===== src/rtl/ic74hc151_scan_ctrl_if.sv =====
`default_nettype none
// +------------------------------------------------------------------+
// | Module      : ic74hc151_scan_ctrl_if                              |
// | Description : Bundle between the scan sequencer, its controlling |
// |               logic and the 74HC151 mux it drives.               |
// | Revision    : 1.0 - initial release                               |
// +------------------------------------------------------------------+
interface ic74hc151_scan_ctrl_if #(
  parameter int DATA_SelectPart  = 3,
  parameter int DATA_Single_Part = 8
);
  // Requests from the controlling logic
  logic                        Start;
  logic                        Mode;
  logic [DATA_SelectPart-1:0]  Chan;
  // Mux outputs returned to the sequencer
  logic                        Y_In;
  logic                        YF_In;
  // Mux controls driven by the sequencer
  logic                        EN_Part;
  logic [DATA_SelectPart-1:0]  SelectPart;
  // Status and results
  logic                        Busy;
  logic                        Done;
  logic [DATA_Single_Part-1:0] Data_Out;
  logic                        Err;

  // Sequencer side
  modport slave (
    input  Start, Mode, Chan, Y_In, YF_In,
    output EN_Part, SelectPart, Busy, Done, Data_Out, Err
  );

  // Controller and mux side
  modport master (
    output Start, Mode, Chan, Y_In, YF_In,
    input  EN_Part, SelectPart, Busy, Done, Data_Out, Err
  );
endinterface
`default_nettype wire


===== src/rtl/ic74hc151_scan_ctrl.sv =====
`default_nettype none
// +------------------------------------------------------------------+
// | Module      : ic74hc151_scan_ctrl                                 |
// | Description : Drives enable/select of a 74HC151 mux, holds each  |
// |               select for SETTLE_CYCLES, samples Y/YF and packs   |
// |               the samples into a parallel word (full or single). |
// | Revision    : 1.0 - initial release                               |
// +------------------------------------------------------------------+
module ic74hc151_scan_ctrl #(
  parameter int DATA_SelectPart  = 3,
  parameter int DATA_Single_Part = 8,
  parameter int SETTLE_CYCLES    = 2
) (
  input  wire logic              clk,
  input  wire logic              rst,
  ic74hc151_scan_ctrl_if.slave   bus
);

  typedef enum logic [1:0] {
    S_IDLE   = 2'd0,
    S_SETTLE = 2'd1,
    S_DONE   = 2'd2
  } state_t;

  // Counter is wide enough for the largest legal settle time (15)
  localparam int                       CNT_W      = 4;
  localparam logic [CNT_W-1:0]         c_CNT_LAST = CNT_W'(SETTLE_CYCLES - 1);
  localparam logic [DATA_SelectPart-1:0] c_SEL_LAST = {DATA_SelectPart{1'b1}};

  state_t                      state_q,   state_d;
  logic [DATA_SelectPart-1:0]  sel_q,     sel_d;
  logic [CNT_W-1:0]            cnt_q,     cnt_d;
  logic                        mode_q,    mode_d;
  logic [DATA_Single_Part-1:0] shadow_q,  shadow_d;
  logic                        err_acc_q, err_acc_d;
  logic [DATA_Single_Part-1:0] data_q,    data_d;
  logic                        err_q,     err_d;

  logic w_sample;
  logic w_err_bit;

  assign w_sample  = (cnt_q == c_CNT_LAST);
  // A healthy mux always presents complementary Y/YF
  assign w_err_bit = (bus.Y_In == bus.YF_In);

  // State and datapath registers; reset discards any partial scan
  always_ff @(posedge clk or posedge rst) begin
    if (rst) begin
      state_q   <= S_IDLE;
      sel_q     <= '0;
      cnt_q     <= '0;
      mode_q    <= 1'b0;
      shadow_q  <= '0;
      err_acc_q <= 1'b0;
      data_q    <= '0;
      err_q     <= 1'b0;
    end else begin
      state_q   <= state_d;
      sel_q     <= sel_d;
      cnt_q     <= cnt_d;
      mode_q    <= mode_d;
      shadow_q  <= shadow_d;
      err_acc_q <= err_acc_d;
      data_q    <= data_d;
      err_q     <= err_d;
    end
  end

  // Next-state logic: settle, sample, advance select, publish on completion
  always_comb begin
    state_d   = state_q;
    sel_d     = sel_q;
    cnt_d     = cnt_q;
    mode_d    = mode_q;
    shadow_d  = shadow_q;
    err_acc_d = err_acc_q;
    data_d    = data_q;
    err_d     = err_q;

    case (state_q)
      S_IDLE: begin
        if (bus.Start) begin
          state_d   = S_SETTLE;
          mode_d    = bus.Mode;
          sel_d     = bus.Mode ? bus.Chan : '0;
          cnt_d     = '0;
          shadow_d  = '0;
          err_acc_d = 1'b0;
        end
      end

      S_SETTLE: begin
        if (w_sample) begin
          cnt_d            = '0;
          shadow_d[sel_q]  = bus.Y_In;
          err_acc_d        = err_acc_q | w_err_bit;
          // Last sample of the operation: results include this sample
          if (mode_q || (sel_q == c_SEL_LAST)) begin
            state_d = S_DONE;
            data_d  = shadow_d;
            err_d   = err_acc_d;
          end else begin
            sel_d = sel_q + 1'b1;
          end
        end else begin
          cnt_d = cnt_q + 1'b1;
        end
      end

      S_DONE: begin
        state_d = S_IDLE;
        sel_d   = '0;
      end

      default: begin
        state_d = S_IDLE;
        sel_d   = '0;
      end
    endcase
  end

  // Mux is only enabled while a select is settling or being sampled
  assign bus.EN_Part    = (state_q != S_SETTLE);
  assign bus.SelectPart = sel_q;
  assign bus.Busy       = (state_q != S_IDLE);
  assign bus.Done       = (state_q == S_DONE);
  assign bus.Data_Out   = data_q;
  assign bus.Err        = err_q;

endmodule
`default_nettype wire


===== src/flat_wrapper.sv =====
// flat-port wrapper written by rule: the top's interface ports become plain ports
module ic74hc151_scan_ctrl_flat 
#(
  parameter int DATA_SelectPart  = 3,
  parameter int DATA_Single_Part = 8,
  parameter int SETTLE_CYCLES    = 2
)
  (clk, rst, bus_Start, bus_Mode, bus_Chan, bus_Y_In, bus_YF_In, bus_EN_Part, bus_SelectPart, bus_Busy, bus_Done, bus_Data_Out, bus_Err);
  ic74hc151_scan_ctrl_if #(.DATA_SelectPart(DATA_SelectPart), .DATA_Single_Part(DATA_Single_Part)) bus_i ();
  input  wire logic clk;
  input  wire logic rst;
  input wire logic [$bits(bus_i.Start)-1:0] bus_Start;
  input wire logic [$bits(bus_i.Mode)-1:0] bus_Mode;
  input wire logic [$bits(bus_i.Chan)-1:0] bus_Chan;
  input wire logic [$bits(bus_i.Y_In)-1:0] bus_Y_In;
  input wire logic [$bits(bus_i.YF_In)-1:0] bus_YF_In;
  output wire logic [$bits(bus_i.EN_Part)-1:0] bus_EN_Part;
  output wire logic [$bits(bus_i.SelectPart)-1:0] bus_SelectPart;
  output wire logic [$bits(bus_i.Busy)-1:0] bus_Busy;
  output wire logic [$bits(bus_i.Done)-1:0] bus_Done;
  output wire logic [$bits(bus_i.Data_Out)-1:0] bus_Data_Out;
  output wire logic [$bits(bus_i.Err)-1:0] bus_Err;
  assign bus_i.Start = bus_Start;
  assign bus_i.Mode = bus_Mode;
  assign bus_i.Chan = bus_Chan;
  assign bus_i.Y_In = bus_Y_In;
  assign bus_i.YF_In = bus_YF_In;
  assign bus_EN_Part = bus_i.EN_Part;
  assign bus_SelectPart = bus_i.SelectPart;
  assign bus_Busy = bus_i.Busy;
  assign bus_Done = bus_i.Done;
  assign bus_Data_Out = bus_i.Data_Out;
  assign bus_Err = bus_i.Err;
  ic74hc151_scan_ctrl #(.DATA_SelectPart(DATA_SelectPart), .DATA_Single_Part(DATA_Single_Part), .SETTLE_CYCLES(SETTLE_CYCLES)) u_core (.clk(clk), .rst(rst), .bus(bus_i));
endmodule

===== config.mk =====
export PLATFORM = sky130hd
export DESIGN_NAME = ic74hc151_scan_ctrl_flat
export DESIGN_NICKNAME = d
export VERILOG_FILES = /design/src/rtl/ic74hc151_scan_ctrl_if.sv /design/src/rtl/ic74hc151_scan_ctrl.sv /design/src/flat_wrapper.sv
export SDC_FILE = /design/constraint.sdc
export NUM_CORES = 1
export LEC_CHECK = 0
export CAP_MARGIN = 0
export CORE_ASPECT_RATIO = 1.2
export CORE_MARGIN = 2
export CORE_UTILIZATION = 47
export DETAILED_ROUTE_END_ITERATION = 10
export PLACE_DENSITY = 0.7
export SLEW_MARGIN = 20
export SYNTH_ARGS = -nofsm -noshare
export SYNTH_HDL_FRONTEND = slang
export SYNTH_SLANG_ARGS = --single-unit

===== constraint.sdc =====
create_clock -name clk -period 1.86 [get_ports clk]
set_clock_uncertainty 0.2 [all_clocks]
set_input_delay 0.558 -clock clk [delete_from_list [all_inputs] [get_ports clk]]
set_output_delay 0.558 -clock clk [all_outputs]
set_load 0.005 [all_outputs]

==> results by group <==
Place
  – PortBufs: 23
  – HPWL Detailed: 2152 um
  – Placed cells: 201
  – Placed cell area: between 0.0015 and 0.002 mm^2
  – Global placement routability congestion: 0.8783

Pwr
  – Pint: 2.349 mW
  – Leakage power: 1.062 nW
  – Switching share of power: 0.3438
  – Clock Power Share: 0.113
  – Worst-case vdd ir drop: 1.013 mV
  – Flop pwr share: 0.277
  – Psw: 1.231 mW
  – Comb power frac: 0.610
  – Pwr dens: 1601 mW/mm^2

STA
  – Final setup fails: 13
  – Setup TNS: -0.7544 ns
  – Fin crit period: a little under 2 ns
  – Unrepaired setup endpoints after global routing: true
  – Worst Max-Slew Pin Slew: 0.3350 ns
  – Tcrit/Tclk final: 1.054
  – Fin worst setup slack: -0.1005 ns
  – FMAX: 0.5101 GHz
  – Worst hold slack: 0.3111 ns
  – Final hold vios: 0
  – Max Slew Vio Count: 0
  – Slew Limit Headroom: 0.7764

Routing
  – Vias per cell: approximately 5.5
  – DRT iter0 DRCs: 32
  – DR WL/cell: ~16 um
  – Antenna Nets Post-Route: 0
  – DRC viols: 0
  – Via count: 1,195
  – Drt first pass iters: 4
  – WL final: 3547 um

GRT
  – All-layer global routing usage: 0.2036
  – Vias in the first global route: 1,256
  – Largest net degree at the start of global routing: 29
  – Initial antenna violation count: 0
  – GR Overflow Total: 0
  – First-pass GRT wire length: ~5800 um

Setup path
  – Path length in cells of the critical path: 4
  – CP Cell Sequence: buf_4, nor2b_4, inv_2, buf_6
  – Worst Setup EP: bus_EN_Part
  – CP top delay family: flip-flops
  – CP Buf/Inv Count: 3
  – Reg-to-Reg End: u_core.bus.Data_Out[3]$_DFFE_PP0P_
  – Reg2Reg Depth: 6
  – Worst Setup Start Kind: flip-flop
  – Worst EP required: 1.10 ns
  – Worst r2r src: u_core.cnt_q[1]$_DFFE_PP0P_
  – WP data arrival: 1.20 ns
  – Reg-to-reg slack, setup: -0.09 ns
  – Slowest CP cell: dfrtp_1
  – Critical path class: reg -> out
  – Setup crit end kind: primary output
  – Crit-path max cell delay: 0.44 ns
  – CP max FO: 4
  – Critical Path Start: u_core.state_q[1]$_DFFE_PP0P_

Logic synthesis
  – Synth unique cells: 37
  – Sequential area share after synthesis: 0.4718
  – Yosys warning total: 0
  – Post-synthesis register bit count: 28
  – Syn Inst Count: 127
  – Mapped Area: 0.001485 mm^2
  – Post-synthesis area per instance: 11.69 um^2
  – Syn nets: 140

Finish
  – Antenna diodes: 0
  – Layout cells sized above 1: 0.4317
  – Area Overhead vs Synth: 50.55%
  – Post-route cell area: 0.002236 mm^2
  – Fillers: 218
  – Nets: 197
  – Non-Filler Instances: 219

Run status
  – Failing checks: negative setup slack
  – Status: complete, but fails checks

CTS
  – Clock transition at path regs: 0.15 ns
  – Root Buffer: clkbuf_4
  – CTS Hold Bufs: 0
  – Num CTS Buffers: 3
  – CTS Buffer Depth: 2
  – Clock H-tree levels: 1
  – Worst-Skew Late Latency: 0.33 ns
  – Clock sinks: 28
  – CTS tree: yes

Die
  – Core area: 0.003028 mm^2
  – Initial core utilization: 0.4905
  – Die Footprint: 0.003628 mm^2
  – # IOs: 24
  – Die width: 55.32 um
  – Row Count: 22
  – DIE HEIGHT: 65.58 um

Flow run
  – Max Cap Viol: 0

Hold path
  – Worst Hold Class: reg -> reg
[final cells by class]
type	instances	area (um^2)	area share
Multi-Input combinational cell	82	834.6	0.3733
Sequential cell	28	700.7	0.3134
Timing Repair Buffer	60	569.3	0.2546
Tap cell	36	45.04	0.02015
Inverter	9	33.78	0.01511
Clock inverter	1	30.03	0.01343
Clock buffer	3	22.52	0.01007
[through the flow]
stage / power (mW) / utilization / setup slack [ns]
finish: 3.580 / 0.7384 / -0.1005
CTS: 3.368 / 0.7091 / -0.09920
detailed placement: 2.625 / 0.6260 / -0.3599
global placement: 2.563 / 0.6260 / -0.3065
global route: 3.822 / 0.7384 / -0.1531
floorplan: 1.940 / - / -0.01018
[sequential cells by signal, indices dropped and copies added (netlist names)]
signal / cells
u_core.mode_q: 1
u_core.bus.Err: 1
u_core.cnt_q: 4
u_core.bus.Data_Out: 8
u_core.shadow_q: 8
u_core.err_acc_q: 1
u_core.state_q: 2
u_core.bus.SelectPart: 3
[worst min path at each step]
stage / depth (start not counted) / from / slack [ns] / to
floorplan: 1 / u_core.shadow_q[4]$_DFFE_PP0P_ / 0.26 / u_core.shadow_q[4]$_DFFE_PP0P_
global placement: 1 / u_core.shadow_q[1]$_DFFE_PP0P_ / 0.27 / u_core.shadow_q[1]$_DFFE_PP0P_
detailed placement: 1 / u_core.shadow_q[7]$_DFFE_PP0P_ / 0.28 / u_core.shadow_q[7]$_DFFE_PP0P_
CTS: 1 / u_core.shadow_q[7]$_DFFE_PP0P_ / 0.31 / u_core.shadow_q[7]$_DFFE_PP0P_
global route: 1 / u_core.shadow_q[7]$_DFFE_PP0P_ / 0.34 / u_core.shadow_q[7]$_DFFE_PP0P_
finish: 1 / u_core.shadow_q[7]$_DFFE_PP0P_ / 0.31 / u_core.shadow_q[7]$_DFFE_PP0P_
[power groups by stage]
stage	Combinational, mW	Clock, mW	Sequential, mW
2_1_floorplan	0.921	0	1.02
3_3_place_gp	1.58	0	0.985
3_5_place_dp	1.62	0	1.00
4_1_cts	1.97	0.415	0.984
5_1_grt	2.36	0.440	1.03
6_report	2.18	0.404	0.993
[synth_stat cells (all sizes together)]
cell | count | area share
a21boi | 1 | 0.0051
a21oi | 4 | 0.016
a221o | 1 | 0.0067
a22o | 1 | 0.0059
a32o | 5 | 0.034
buf | 7 | 0.031
clkbuf | 1 | 0.0025
dfrtp | 28 | 0.47
ha | 4 | 0.034
inv | 9 | 0.023
mux2 | 14 | 0.12
mux2i | 7 | 0.047
nand2 | 7 | 0.018
nand2b | 1 | 0.0042
nand3 | 2 | 0.0067
nand3b | 5 | 0.025
nor2 | 4 | 0.010
nor2b | 3 | 0.013
nor3 | 2 | 0.010
nor3b | 6 | 0.038
o21ai | 4 | 0.013
o21bai | 1 | 0.0051
o22ai | 1 | 0.0042
o2bb2ai | 3 | 0.018
o32ai | 1 | 0.011
o41ai | 1 | 0.0059
or2 | 1 | 0.0042
or3 | 1 | 0.0051
or3b | 1 | 0.0076
xnor2 | 1 | 0.0059
[cell usage in the layout (no fill, tap or decap), types with 2 or more instances in the layout]
cell type         n
a21oi_1           3
a32o_1            5
buf_12            2
buf_4            24
buf_6            13
clkbuf_4          3
clkdlybuf4s50_1   8
dfrtp_1          28
dlygate4sd2_1    10
ha_4              2
inv_1             8
mux2_2            4
mux2_4           10
mux2i_1           7
nand2_1           7
nand3_1           2
nand3b_1          5
nor2_1            4
nor2b_1           2
nor3_4            2
nor3b_1           2
nor3b_4           4
o21ai_0           4
o2bb2ai_1         3
[metal layers]
layer  up-vias  routed length (um)  GRT usage
met5         -                   0          0
met4         0                  53    0.09146
met3         5                 114    0.02953
met2        29                1792     0.3423
met1       592                1586     0.2608
li1        569                   -          -
[cell families (layout without fill, tap and decap cells)]
kind of cell | after synthesis | after routing | synth area share
fa+ha+maj | 4 | 4 | 0.03370
flops | 28 | 28 | 0.4718
buf+inv | 17 | 73 | 0.05644
simple gates | 33 | 33 | 0.1415
compound gates | 23 | 23 | 0.1247
mux | 21 | 21 | 0.1660
xor+xnor | 1 | 1 | 0.005898
[timing repair]
item,CTS,global route
setup buffers,11,4
pin swaps,5,9
gates cloned,0,1
gates resized for setup,55,18
endpoints found under the setup margin,27,23
Note: power is estimated with default switching activity, not from simulation.
